==> src/rtl/alu_cmd_issuer.sv <==
// ALU command issuer: registers commands onto the ALU valid_in interface, tracks the
// in-flight issues, buffers each response in a result FIFO and owns the carry flag.
module alu_cmd_issuer #(
  parameter int RES_DEPTH = 4,
  parameter int ALU_LAT   = 1
) (
  input  logic       clk,
  input  logic       reset,
  input  logic       cmd_valid,
  output logic       cmd_ready,
  input  logic [3:0] cmd_a,
  input  logic [3:0] cmd_b,
  input  logic [3:0] cmd_ctl,
  input  logic       cmd_use_cf,
  input  logic       cf_clr,
  output logic       valid_in,
  output logic [3:0] a,
  output logic [3:0] b,
  output logic       cin,
  output logic [3:0] ctl,
  input  logic       valid_out,
  input  logic [3:0] alu,
  input  logic       carry,
  input  logic       zero,
  output logic       res_valid,
  input  logic       res_ready,
  output logic [3:0] res_data,
  output logic       res_carry,
  output logic       res_zero,
  output logic       res_err,
  output logic       cf,
  output logic       proto_err
);

  localparam int AW = (RES_DEPTH > 1) ? $clog2(RES_DEPTH) : 1;
  localparam int CW = $clog2(RES_DEPTH + ALU_LAT + 2) + 1;

  logic [ALU_LAT:0] r_track;
  logic [ALU_LAT:0] r_drop;
  logic [6:0]       r_mem [RES_DEPTH];
  logic [AW-1:0]    r_wr_ptr;
  logic [AW-1:0]    r_rd_ptr;
  logic [CW-1:0]    r_count;
  logic [CW-1:0]    w_inflight;
  logic             w_issue;
  logic             w_expect;
  logic             w_pop;
  logic [6:0]       w_entry;
  logic [6:0]       w_head;

  // Number of issues whose response has not been captured yet
  always_comb begin
    w_inflight = '0;
    for (int i = 0; i <= ALU_LAT; i++) begin
      w_inflight = w_inflight + CW'(r_track[i]);
    end
  end

  // Credit check plus carry hazard: a carry-using op waits until the pipe is empty
  always_comb begin
    cmd_ready = 1'b0;
    if (reset) begin
      cmd_ready = 1'b0;
    end else if ((r_count + w_inflight) >= CW'(RES_DEPTH)) begin
      cmd_ready = 1'b0;
    end else if (cmd_use_cf && (w_inflight != '0)) begin
      cmd_ready = 1'b0;
    end else begin
      cmd_ready = 1'b1;
    end
  end

  assign w_issue   = cmd_valid && cmd_ready;
  assign w_expect  = r_track[ALU_LAT];
  assign res_valid = (r_count != '0);
  assign w_pop     = res_valid && res_ready;
  assign w_entry   = valid_out ? {alu, carry, zero, 1'b0} : 7'b000_0001;
  assign w_head    = res_valid ? r_mem[r_rd_ptr] : 7'b000_0000;
  assign {res_data, res_carry, res_zero, res_err} = w_head;

  // Issue registers, response tracker, carry flag and protocol error flag
  always_ff @(posedge clk) begin
    if (reset) begin
      valid_in  <= 1'b0;
      a         <= 4'd0;
      b         <= 4'd0;
      cin       <= 1'b0;
      ctl       <= 4'd0;
      cf        <= 1'b0;
      proto_err <= 1'b0;
      r_track   <= '0;
      r_drop    <= '1;
    end else begin
      valid_in <= w_issue;
      if (w_issue) begin
        a   <= cmd_a;
        b   <= cmd_b;
        ctl <= cmd_ctl;
        cin <= cmd_use_cf & cf;
      end
      r_track <= {r_track[ALU_LAT-1:0], w_issue};
      // Responses to ops dropped by reset may still trickle in for a few cycles
      r_drop  <= {1'b0, r_drop[ALU_LAT:1]};
      if (cf_clr) begin
        cf <= 1'b0;
      end else if (w_expect && valid_out) begin
        cf <= carry;
      end else begin
        cf <= cf;
      end
      if (valid_out && !w_expect && (r_drop == '0)) begin
        proto_err <= 1'b1;
      end
    end
  end

  // Result FIFO; the issue credit keeps it from ever overflowing
  always_ff @(posedge clk) begin
    if (reset) begin
      r_wr_ptr <= '0;
      r_rd_ptr <= '0;
      r_count  <= '0;
    end else begin
      if (w_expect) begin
        r_mem[r_wr_ptr] <= w_entry;
        r_wr_ptr        <= r_wr_ptr + AW'(1'b1);
      end
      if (w_pop) begin
        r_rd_ptr <= r_rd_ptr + AW'(1'b1);
      end
      case ({w_expect, w_pop})
        2'b10:   r_count <= r_count + CW'(1'b1);
        2'b01:   r_count <= r_count - CW'(1'b1);
        default: r_count <= r_count;
      endcase
    end
  end

endmodule

==> config.mk <==
export PLATFORM = sky130hd
export DESIGN_NAME = alu_cmd_issuer
export DESIGN_NICKNAME = d
export VERILOG_FILES = /design/src/rtl/alu_cmd_issuer.sv
export SDC_FILE = /design/constraint.sdc
export NUM_CORES = 1
export LEC_CHECK = 0
export BUFFER_PORTS_ARGS = -buffer_cell sky130_fd_sc_hd__buf_2
export CAP_MARGIN = 15
export CELL_PAD_IN_SITES_DETAIL_PLACEMENT = 0
export CELL_PAD_IN_SITES_GLOBAL_PLACEMENT = 2
export CORE_MARGIN = 2
export CORE_UTILIZATION = 25
export CTS_BUF_LIST = sky130_fd_sc_hd__clkbuf_4
export CTS_CLUSTER_DIAMETER = 150
export CTS_CLUSTER_SIZE = 20
export DETAILED_ROUTE_END_ITERATION = 12
export GPL_ROUTABILITY_DRIVEN = 0
export GPL_TIMING_DRIVEN = 0
export PLACE_DENSITY = 0.71
export SYNTH_ARGS = -nofsm -noshare
export SYNTH_HDL_FRONTEND = slang
export SYNTH_SLANG_ARGS = --single-unit
==> constraint.sdc <==
create_clock -name clk -period 2.4 [get_ports clk]
set_input_delay 0.24 -clock clk [delete_from_list [all_inputs] [get_ports clk]]
set_output_delay 0.24 -clock clk [all_outputs]
set_load 0.02 [all_outputs]
==> results of run 1 <==
-- state kept, by name, indices dropped and copies added, names as in the netlist, named ones only --
signal and flops:
r_track 2, b 4, r_mem 28, r_count 4, cin 1, r_wr_ptr 2
r_drop 2, ctl 4, a 4, r_rd_ptr 2, proto_err 1, cf 1
-- cell families after synthesis --
| family | after synthesis | synth area share, % |
|---|---|---|
| simple gates | 67 | 16.3 |
| flops | 57 | 56.8 |
| compound gates | 35 | 8.95 |
| buf+inv | 16 | 2.95 |
| mux | 11 | 7.95 |
| fa+ha+maj | 10 | 5.00 |
| xor+xnor | 6 | 2.10 |
-- worst min-delay path by stage --
| stage | startpoint | end | slack, ns | depth (start not counted) |
|---|---|---|---|---|
| 6_report | cmd_a[0] | a[0] | 0.09 | 3 |
| 2_1_floorplan | reset | r_drop[1] | 0.27 | 0 |
| 3_5_place_dp | reset | r_drop[1] | 0.40 | 1 |
| 5_1_grt | cmd_a[0] | a[0] | 0.06 | 3 |
| 4_1_cts | cmd_a[0] | a[0] | 0.06 | 3 |
| 3_3_place_gp | reset | r_drop[1] | 0.40 | 1 |
-- power by group --
group	total (µW)	switching, µW	leakage [µW]	internal (µW)
Combinational	877	473	0.000650	404
Sequential	1130	39.0	0.000494	1090
Clock	922	384	0.000101	538
-- metal layers --
metal	vias up	GRT usage, %	part of all wire [%]
met4	0	4.92	1.3
met5	-	0	0
met2	51	16.1	47
met1	813	12.1	45
li1	864	-	-
met3	6	4.01	7.3
-- cells in the mapped netlist --
library cell,count
sky130_fd_sc_hd__buf_6,1
sky130_fd_sc_hd__a21oi_2,9
sky130_fd_sc_hd__xnor2_1,2
sky130_fd_sc_hd__or2_2,1
sky130_fd_sc_hd__edfxtp_1,28
sky130_fd_sc_hd__ha_1,10
sky130_fd_sc_hd__dfxtp_1,29
sky130_fd_sc_hd__nor4_2,1
sky130_fd_sc_hd__a31oi_2,1
sky130_fd_sc_hd__a31oi_1,1
sky130_fd_sc_hd__nand3_2,9
sky130_fd_sc_hd__nand4_1,1
sky130_fd_sc_hd__nand2_1,4
sky130_fd_sc_hd__nand2b_1,2
sky130_fd_sc_hd__or3_1,1
sky130_fd_sc_hd__mux2i_1,3
sky130_fd_sc_hd__nor2_1,14
sky130_fd_sc_hd__o21ai_0,4
sky130_fd_sc_hd__buf_1,2
sky130_fd_sc_hd__and4_1,1
sky130_fd_sc_hd__a21oi_1,8
sky130_fd_sc_hd__inv_1,5
sky130_fd_sc_hd__nor2b_1,4
sky130_fd_sc_hd__nand3_1,6
sky130_fd_sc_hd__mux4_2,7
sky130_fd_sc_hd__clkbuf_1,3
sky130_fd_sc_hd__o211ai_1,1
sky130_fd_sc_hd__a211o_1,1
sky130_fd_sc_hd__mux2_2,1
sky130_fd_sc_hd__o21ai_1,10
sky130_fd_sc_hd__or4_1,2
sky130_fd_sc_hd__xor2_1,4
sky130_fd_sc_hd__buf_2,5
sky130_fd_sc_hd__and2_1,18
sky130_fd_sc_hd__nor3_1,3
-- layout make-up --
| cell class | count | area (µm²) |
|---|---|---|
| multi-input cells | 129 | 1050 |
| fillers | 1015 | 6500 |
| flip-flops and latches | 57 | 1430 |
| clock inverters | 7 | 125 |
| inverters | 5 | 18.8 |
| plain buffers | 10 | 50.0 |
| clock buffers | 9 | 67.6 |
| well taps | 133 | 166 |
| repair buffers | 58 | 318 |
-- per-stage QoR --
stage	setup slack [ns]	hold slack, ns	power (µW)	cell area [µm²]
floorplan	0.00810	0.268	1730	2520
global placement	-0.115	0.401	1940	2940
detailed placement	-0.113	0.404	1950	2940
CTS	-0.00220	0.0645	2970	3210
global route	0.0123	0.0568	3100	3230
finish	0.107	0.0884	2930	3230
-- worst max-delay path: stages, from the launching register on --
cell and delay [ns]:
sky130_fd_sc_hd__dfxtp_4 0.36, sky130_fd_sc_hd__or4_4 0.53, sky130_fd_sc_hd__and2_4 0.19, sky130_fd_sc_hd__ha_4 0.18, sky130_fd_sc_hd__xor2_2 0.14, sky130_fd_sc_hd__ha_2 0.19, sky130_fd_sc_hd__a21oi_2 0.12, sky130_fd_sc_hd__xor2_1 0.09
sky130_fd_sc_hd__or3_1 0.30, sky130_fd_sc_hd__a21oi_1 0.11
-- timing repair --
action                     CTS  global route
setup endpoints to repair    2             5
pin swaps                    0             5
hold endpoints to repair     2             0
buffers inserted             5             2
hold buffers                 2             0
resized for setup            7             3
==> out/summary.md, run 1 <==
The flow ran to the end, and the final reports show no timing, DRC or antenna violations. The detailed-route wire length was 5250 µm; the count of antenna diodes in the layout was 0. The count of endpoints failing hold in the final timing report is 0, and the TritonCTS sink count is 57. The critical path starts at r_count[0]. The run gives 0 as the final number of max-transition violations. The critical-path maximum fanout came out at 4. CTS root buffer: sky130_fd_sc_hd__clkbuf_4.

After the first detailed-routing iteration, the DRC count stood at 38. The mapped netlist covers 2500 µm². The via count of the first global-routing pass was 1738. The run gives 0.436 GHz as the highest clock frequency the design can meet.

The tool flagged a number of max-cap violations equal to 0. The class of the tightest hold or removal check was in2reg. The total number of nets in the final design is 305, and the clock transition at the registers of the reported paths is 0.12 ns.

After detailed placement, the design holds a cell count of 384. In the routed layout, each cell is associated on average with a via count of 4.25. The number of clock buffers added by TritonCTS is 9. For this run, the register share of the synthesized area comes to 56.8%. DRC violations left: 0. In this run the vertical extent of the chip is 104 µm. The die covers 10800 µm².

The run gives 0 as the number of antenna violations at the first check in global routing. Count of distinct cell types in the synthesized netlist: 35. Once layout is complete, the cells apart from fillers number 408.

The biggest area contributor in the post-synthesis netlist is sky130_fd_sc_hd__edfxtp_1. Row generation in the floorplan step produced 36 rows. The number of nets in the synthesized netlist is 237.

The worst pin sits at a relative slew slack of 50.1%. In this run the horizontal extent of the chip is 104 µm. The later pin in the worst-skew pair is clocked with a latency of 0.40 ns.

The fraction of layout cells with a size suffix above 1 was 41.8%; the aggregate global routing overflow was 0. The worst setup path is of the reg2reg kind. In this run the power density over the cells is 908 nW/µm². The initial utilization of the core area, before any placement, comes to 25.7%. At the worst endpoint, the arrival time is 2.60 ns. The slew at the pin closest to its max-slew limit came out at 0.749 ns.

The library cells used most frequently in the layout, excluding fill and tap cells, are sky130_fd_sc_hd__buf_2 (53), sky130_fd_sc_hd__edfxtp_1 (28), sky130_fd_sc_hd__dfxtp_1 (26), sky130_fd_sc_hd__and2_1 (17), sky130_fd_sc_hd__nor2_1 (14). Wire length of the first global-routing pass: 8640 µm. The endpoint of the worst register-to-register path was r_count[2]. The kind of capture point of the worst setup path is a register.

The final critical path takes up 95.5% of the cycle. STA puts the critical path data required time at 2.71 ns. The number of nets still failing antenna checks after routing was 0; the relative area change from synthesis to final layout was 28.8%. Setup total negative slack on the finished layout was measured at 0 ns. Total number of vias: 1734. In this run the tool buffered the top-level ports with 49 buffer cells.

The H-tree was split into 3 levels. Setup violations remaining at the end of the flow were counted as 0. Setup repair after global routing left no endpoint under its margin. Pin placement for this block handled 50 I/O pins. In this run the worst setup path terminates at r_count[2]. The analysis attributes to cell leakage a power of 0.00124 µW. For the largest net degree at the start of global routing, the log shows 13.

The longest clock path from root to sink contains 2 buffers. Leaving out fill and tap cells, the most frequent cell in the layout is sky130_fd_sc_hd__buf_2. The run gives 3630 µm as the HPWL after detailed placement. The worst ir drop on vdd was 284 µV. The post-synthesis average cell area was 12.4 µm². The run gives 0 as the number of synthesis warnings. The detailed-router iteration count before antenna repair was 4; the final cell utilization of the core was 33.2%. The tools report the overall fraction of global-route tracks in use as 10.2%. Counting flops and latches in the post-synthesis netlist gives 57.

The gate count of the mapped netlist came out at 202. The sort of element at the start of the critical path was a register. The final critical path time including I/O delays and setup is 2.29 ns, and the detail-routed net length per standard cell is 12.9 µm. The startpoint of the most critical register-to-register path was r_count[0]. Across the routed clock network, the largest skew measured is 0.0212 ns.

After floorplanning, the core was sized to cover 9730 µm². TritonCTS built the clock tree. By area the synthesized netlist is led by sky130_fd_sc_hd__edfxtp_1 (34%), sky130_fd_sc_hd__dfxtp_1 (23%), sky130_fd_sc_hd__mux4_2 (6.3%), sky130_fd_sc_hd__ha_1 (5.0%), sky130_fd_sc_hd__and2_1 (4.5%).

The synthesized design devotes to its leading area cell type 33.6% of total area. The depth of the most critical reg-to-reg path is 9. Setup slack of the worst register-to-register path: 0.11 ns.
Power figures use the tool's default switching activity.
==> run 2, diff against run 1 <==
--- a/config.mk
+++ b/config.mk
@@ -17,7 +17,7 @@
 export DETAILED_ROUTE_END_ITERATION = 12
 export GPL_ROUTABILITY_DRIVEN = 0
 export GPL_TIMING_DRIVEN = 0
-export PLACE_DENSITY = 0.71
+export PLACE_DENSITY = 0.67
 export SYNTH_ARGS = -nofsm -noshare
 export SYNTH_HDL_FRONTEND = slang
 export SYNTH_SLANG_ARGS = --single-unit
==> out/summary.md, run 2 (same netlist as run 1, synthesis figures left out) <==
The flow ran to the end, and the final reports show no timing, DRC or antenna violations. The area growth from synthesis to layout is 26.5%. Slew at the pin closest to its max-slew limit: 0.737 ns (-0.0116 ns).

Relative max-transition margin: 50.8% (+0.78 points). The x dimension of the die came out at 104 µm (unchanged). The power density over the cells came out at 861 nW/µm² (-5.1%). The logs give 5280 µm (+0.55%) for the detailed-route wire length and 50 (unchanged) for the number of top-level design ports.

The number of flip-flops in the largest register is 28 (unchanged). The total number of nets in the final design is 303 (-0.66%). The register containing the most flip-flops in the final layout was r_mem.

The tools report the maximum clock path buffer count as 2 (unchanged). The tools report the TritonCTS sink count as 57 (unchanged). The tools report the CTS H-tree depth as 3 (unchanged). The met2 usage was 16.1% (unchanged). The met3 capacity usage during global routing came out at 3.95% (-0.063 points). On the critical path, the stage with the largest delay is an instance of sky130_fd_sc_hd__or4_4.

For the count of non-filler cells in the finished layout, the log shows 406 (-0.49%). Traced cell by cell, the critical path runs through or4_4, buf_6, and2_4, ha_4, xor2_2, ha_2, a21oi_2, xor2_1, or3_1, a21oi_1. The startpoint of the most critical register-to-register path is r_count[0].

Highest clock frequency the design can meet: 0.426 GHz (-2.3%). The worst hold path belongs to the class in2reg. The cell family contributing the most delay on the critical path is simple AND/OR/NAND/NOR gates. The final critical-path share of the clock period was 97.8% (+2.2 points); the final critical path time including I/O delays and setup was 2.35 ns (+0.0536 ns). The critical-path maximum fanout came out at 3 (-1). Leaving out fill and tap cells, the most frequent cell in the layout is sky130_fd_sc_hd__buf_2. The cell total after placement is 384 (unchanged), and the data required time of the critical path is 2.71 ns (about the same). The clock transition at the registers of the reported paths is 0.11 ns (about the same), and the detailed-router iteration count before antenna repair is 4 (unchanged). The count of input and output buffers works out to 49 (unchanged).

The tools report the DRC violations left as 0 (unchanged). The clock tree skew after final layout was 0.0163 ns (-0.00484 ns). Post-placement worst setup slack: -0.109 ns (+0.00408 ns). In this run the most critical hold path is launched from cmd_b[2].

Routed via count divided by cell count: 4.19 (-1.3%). The clock latency on the worst-skew pair came out at 0.40 ns (about the same). The vertical die dimension was 104 µm (unchanged); the count of endpoints failing hold in the final timing report was 0 (unchanged). The number of standard-cell rows in the floorplan came out at 36 (unchanged). The fraction of layout cells with a size suffix above 1 was 41.4% (-0.43 points).

Sort of element at the start of the critical path: a register. The logs give 2.66 ns (+0.06 ns) for the data arrival time of the worst path and 0 (unchanged) for the number of nets still failing antenna checks after routing. Setup repair after global routing could not meet its margin everywhere.

The number of antenna violations at the first check in global routing was 0 (unchanged); the via count of the first global-routing pass was 1766 (+1.6%). The tools report the leakage power figure as 0.00121 µW (-2.7%). The final cell utilization of the core is 32.5% (-0.60 points). Type of the worst setup path: reg2reg. The number of buffers inserted during clock tree synthesis is 9 (unchanged).

The total buffers and inverters traversed by the critical path was 1 (+1); the count of antenna diodes in the layout was 0 (unchanged). For the aggregate global routing overflow, the log shows 0 (unchanged). The worst setup path startpoint was r_count[0].

The worst setup path is captured at a register. The final number of max-transition violations was 0 (unchanged). The library cells used most frequently in the layout, excluding fill and tap cells, are sky130_fd_sc_hd__buf_2 (53), sky130_fd_sc_hd__edfxtp_1 (28), sky130_fd_sc_hd__dfxtp_1 (26), sky130_fd_sc_hd__and2_1 (17), sky130_fd_sc_hd__nor2_1 (14). The detail-routed net length per standard cell was 13.0 µm (+1.0%); the largest net degree at the start of global routing was 13 (unchanged). The tools report the minimum setup slack in the final design as 0.0538 ns (-0.0536 ns). The peak per-stage delay on the critical path was 0.53 ns (about the same). The layer flagged by global routing as most heavily used is met2. The worst ir drop on vdd is 230 µV (-19%), and the max-cap check violation count is 0 (unchanged).

The wire length of the first global-routing pass was 8670 µm (+0.32%). The area of the core region was 9730 µm² (unchanged); the overall die area was 10800 µm² (unchanged). The tools report the total number of vias as 1703 (-1.8%).

For the overall fraction of global-route tracks in use, the log shows 10.2% (+0.076 points). The tools report the violation count after the first detailed-routing iteration as 44 (+16%). HPWL after detailed placement: 3700 µm (+1.9%). TritonCTS built the clock tree.

The CTS root buffer was sky130_fd_sc_hd__clkbuf_4. The logs give 12.7% (+0.61 points) for the global-route track usage on met1 and 25.7% (unchanged) for the starting density of the core. For the number of setup violations in the final report, the log shows 0 (unchanged).
==> run 2: cell count changes in the layout (fill, tap and decap cells not counted) <==
cell,change
sky130_fd_sc_hd__bufinv_16,-2
sky130_fd_sc_hd__clkinvlp_4,+1
sky130_fd_sc_hd__buf_4,-3
sky130_fd_sc_hd__buf_6,+1
sky130_fd_sc_hd__clkinv_2,+1
==> run 2: final timing paths <==
path / slack, ns / end / cells after the start
max reg2reg: 0.05 / r_count[2] / 10
max: 0.05 / r_count[2] / 10
min: 0.09 / b[2] / 3
min reg2reg: 0.45 / r_drop[0] / 1
==> run 2: power by group <==
part           internal, µW  switching, µW
Sequential             1090           39.8
Clock                   326            395
Combinational           408            470
Total                  1820            905
==> run 2: worst reg2reg max path: stages, from the launching register on <==
cell                      delay (ns)
sky130_fd_sc_hd__dfxtp_4        0.36
sky130_fd_sc_hd__or4_4          0.53
sky130_fd_sc_hd__buf_6          0.13
sky130_fd_sc_hd__and2_4         0.15
sky130_fd_sc_hd__ha_4           0.17
sky130_fd_sc_hd__xor2_2         0.14
sky130_fd_sc_hd__ha_2           0.18
sky130_fd_sc_hd__a21oi_2        0.11
sky130_fd_sc_hd__xor2_1         0.08
sky130_fd_sc_hd__or3_1          0.31
sky130_fd_sc_hd__a21oi_1        0.12
==> run 2: final cells by class <==
class                           instances  area, µm²
Inverter                                5       18.8
Fill cell                            1044       6560
Tap cell                              133        166
Sequential cell                        57       1430
Buffer                                 11       61.3
Multi-Input combinational cell        129       1050
Clock buffer                            9       67.6
Clock inverter                          7       77.6
Timing Repair Buffer                   55        295
==> run 2: metrics by stage <==
| step | area, µm² | total power, µW | hold WS [ns] | setup TNS (ns) |
|---|---|---|---|---|
| 2_1_floorplan | 2520 | 1730 | 0.268 | 0 |
| 3_3_place_gp | 2940 | 1950 | 0.403 | -0.125 |
| 3_5_place_dp | 2940 | 1950 | 0.411 | -0.109 |
| 4_1_cts | 3150 | 2760 | 0.0609 | -0.000720 |
| 5_1_grt | 3170 | 2910 | 0.0614 | -0.0337 |
| 6_report | 3170 | 2730 | 0.0895 | 0 |
==> run 2: metal layers <==
| metal | share of wire [%] | up-vias |
|---|---|---|
| met1 | 47 | 796 |
| met5 | 0 | - |
| li1 | - | 857 |
| met4 | 1.5 | 0 |
| met3 | 5.6 | 7 |
| met2 | 46 | 43 |
==> run 2: timing repair <==
item,4_1_cts,5_1_grt
setup buffers,3,1
hold buffers,2,0
resized for setup,8,2
pin swaps,0,4
endpoints found under the hold margin,2,0
setup endpoints to repair,2,4
==> run 3, diff against run 2 <==
--- a/config.mk
+++ b/config.mk
@@ -10,14 +10,15 @@
 export CELL_PAD_IN_SITES_DETAIL_PLACEMENT = 0
 export CELL_PAD_IN_SITES_GLOBAL_PLACEMENT = 2
 export CORE_MARGIN = 2
-export CORE_UTILIZATION = 25
+export CORE_UTILIZATION = 34
 export CTS_BUF_LIST = sky130_fd_sc_hd__clkbuf_4
 export CTS_CLUSTER_DIAMETER = 150
 export CTS_CLUSTER_SIZE = 20
 export DETAILED_ROUTE_END_ITERATION = 12
 export GPL_ROUTABILITY_DRIVEN = 0
 export GPL_TIMING_DRIVEN = 0
-export PLACE_DENSITY = 0.67
+export PLACE_DENSITY = 0.85
 export SYNTH_ARGS = -nofsm -noshare
 export SYNTH_HDL_FRONTEND = slang
 export SYNTH_SLANG_ARGS = --single-unit
+export TNS_END_PERCENT = 20
==> out/summary.md, run 3 (same netlist as run 1, synthesis figures left out) <==
The run finished with clean final reports. The logic gate share of total power was 31.9% (-0.3 points); the starting density of the core was 34.9% (+9.2 points). The clock transition at the registers of the reported paths came out at 0.10 ns (about the same).

CTS root buffer: sky130_fd_sc_hd__clkbuf_4. The fraction of layout cells with a size suffix above 1 came out at 41.4% (unchanged). The via count of the first global-routing pass was 1678 (-5.0%); the CTS H-tree depth was 3 (unchanged). The class of the tightest hold or removal check was in2reg. The tools report the number of setup violations in the final report as 0 (unchanged). The sort of element at the start of the critical path is a register. For the clock tree skew after final layout, the log shows 0.0124 ns (-0.00396 ns).

For the wire length of the first global-routing pass, the log shows 7970 µm (-8.0%). Leaving out fill and tap cells, the most frequent cell in the layout is sky130_fd_sc_hd__buf_2. The leakage power figure came out at 0.00121 µW (-0.37%).

Final critical-path share of the clock period: 99.6% (+1.9 points). Largest net degree at the start of global routing: 12 (-1). The slew at the pin closest to its max-slew limit was 0.717 ns (-0.0204 ns); the HPWL after detailed placement was 3420 µm (-7.6%). For hold timing, the worst endpoint is b[2]. The aggregate global routing overflow was 0 (unchanged); the number of flip-flops in the largest register was 28 (unchanged).

The number of standard-cell rows in the floorplan was 31 (-14%); the final number of max-transition violations was 0 (unchanged). The x dimension of the die is 89.8 µm (-14%), and the vertical die dimension is 89.8 µm (-14%). The tools report the kind of capture point of the worst setup path as a register. The tools report the endpoint of the worst register-to-register path as r_count[2]. The total number of nets in the final design is 303 (unchanged).

The library cells used most frequently in the layout, excluding fill and tap cells, are sky130_fd_sc_hd__buf_2 (53), sky130_fd_sc_hd__edfxtp_1 (28), sky130_fd_sc_hd__dfxtp_1 (26), sky130_fd_sc_hd__and2_1 (17), sky130_fd_sc_hd__nor2_1 (14). The tools report the number of buffers inserted during clock tree synthesis as 9 (unchanged). The number of antenna violations at the first check in global routing is 0 (unchanged), and the depth of the most critical reg-to-reg path is 9 (-1). The area of the core region is 7180 µm² (-26%). The final critical path time including I/O delays and setup works out to 2.39 ns (+0.0450 ns).

Register containing the most flip-flops in the final layout: r_mem. The total net switching power is 857 µW (-5.4%), and the sum of negative setup slack is 0 ns (unchanged). The logs give 4 (unchanged) for the detailed-router iteration count before antenna repair and 2.71 ns (+0.05 ns) for the data arrival time of the worst path. The run gives 2 (unchanged) as the maximum clock path buffer count. Power density over the cells: 860 nW/µm² (-0.18%). The sequential group share of total power was 42.1% (+0.7 points). The tools report the TritonCTS sink count as 57 (unchanged).

The routed via count divided by cell count works out to 4.64 (+11%). The filler cell count was 708 (-32%); the data required time of the critical path was 2.72 ns (about the same). TritonCTS built the clock tree.

Overall die area: 8070 µm² (-26%). The count of non-filler cells in the finished layout is 372 (-8.4%), and the number of nets still failing antenna checks after routing is 0 (unchanged). The worst hold path cell count was 3 (unchanged). The logs give 12.5% (+2.3 points) for the overall fraction of global-route tracks in use and 50 (unchanged) for the number of top-level design ports. The critical-path maximum fanout works out to 5 (+2).

The net switching share of the total power was 32.0% (-1.2 points). The critical path in this run is classified as reg2reg. The tools report the relative max-transition margin as 52.2% (+1.4 points).

The logs give 0.009 ns (-0.05 ns) for the setup slack of the worst register-to-register path and 0 (unchanged) for the count of endpoints failing hold in the final timing report. Detail-routed net length per standard cell: 13.0 µm (+0.43%). In this run the critical register-to-register path is launched from r_count[0].

The tools report the post-detailed-placement cell area as 2890 µm² (-1.4%). For the total number of vias, the log shows 1726 (+1.4%). The clock latency on the worst-skew pair is 0.39 ns (about the same), and the DRC violations left is 0 (unchanged).

The count of input and output buffers is 49 (unchanged). Clock power share: 26.0% (-0.4 points). Worst ir drop on vdd: 301 µV (+31%). The highest clock frequency the design can meet came out at 0.418 GHz (-1.9%).

Setup repair after global routing could not meet its margin everywhere. The startpoint of the tightest hold check path was cmd_b[2]. The violation count after the first detailed-routing iteration is 40 (-9.1%). The detailed-route wire length came out at 4850 µm (-8.0%). The count of antenna diodes in the layout was 0 (unchanged); the summed area of non-filler cells in the final layout was 3110 µm² (-1.7%).

From synthesis to final layout, the design area changed by 24.3%. For the max-cap check violation count, the log shows 0 (unchanged). The internal power came out at 1820 µW (-0.14%).

Cell total after placement: 350 (-8.9%).
[run 3: worst max path at each step]
stage,start,end,slack (ns)
2_1_floorplan,r_count[0],r_count[2],0.008
3_3_place_gp,r_count[0],r_count[2],-0.11
3_5_place_dp,r_count[0],r_count[2],-0.13
4_1_cts,r_count[0],r_count[2],-0.02
5_1_grt,r_count[0],r_count[2],-0.06
6_report,r_count[0],r_count[2],0.009
[run 3: routing by layer]
metal	track usage, %	vias to the layer above	part of all wire, %
li1	-	863	-
met3	4.61	7	6.7
met4	5.77	0	1.3
met1	15.0	809	45
met2	20.2	47	47
met5	0	-	0
[run 3: power by group through the flow]
stage               sequential [µW]  clock, µW  combinational (µW)
floorplan                      1170          0                 561
global placement               1160          0                 770
detailed placement             1160          0                 784
CTS                            1130        723                 877
global route                   1130        760                 932
finish                         1130        695                 855
[run 3: worst max-delay path: stages, from the launching register on]
cell	delay [ns]
sky130_fd_sc_hd__dfxtp_4	0.36
sky130_fd_sc_hd__or4_4	0.53
sky130_fd_sc_hd__and2_4	0.17
sky130_fd_sc_hd__ha_4	0.17
sky130_fd_sc_hd__xor2_1	0.16
sky130_fd_sc_hd__ha_2	0.20
sky130_fd_sc_hd__a21oi_2	0.04
sky130_fd_sc_hd__xor2_1	0.17
sky130_fd_sc_hd__or3_1	0.39
sky130_fd_sc_hd__a21oi_2	0.12
[run 3: layout make-up]
type,count,area [µm²],share of cell area [%]
plain buffers,10,50.0,1.61
clock buffers,11,82.6,2.65
clock inverters,5,58.8,1.89
inverters,5,18.8,0.603
multi-input cells,129,1050,33.6
flip-flops and latches,57,1430,45.9
well taps,99,124,3.98
repair buffers,56,303,9.73
[run 3: repair_timing]
item / 4_1_cts / 5_1_grt
pin swaps: 0 / 7
endpoints found under the setup margin: 2 / 8
setup buffers: 3 / 2
hold buffers: 2 / 0
resized for setup: 8 / 2
hold endpoints to repair: 2 / 0
[run 3: through the flow]
stage | hold WS (ns) | util, % | setup WS [ns] | total power, µW
floorplan | 0.268 | - | 0.00810 | 1730
global placement | 0.399 | 40.3 | -0.105 | 1930
detailed placement | 0.400 | 40.3 | -0.132 | 1940
CTS | 0.0727 | 43.3 | -0.0158 | 2730
global route | 0.0810 | 43.4 | -0.0581 | 2830
finish | 0.103 | 43.4 | 0.00880 | 2680
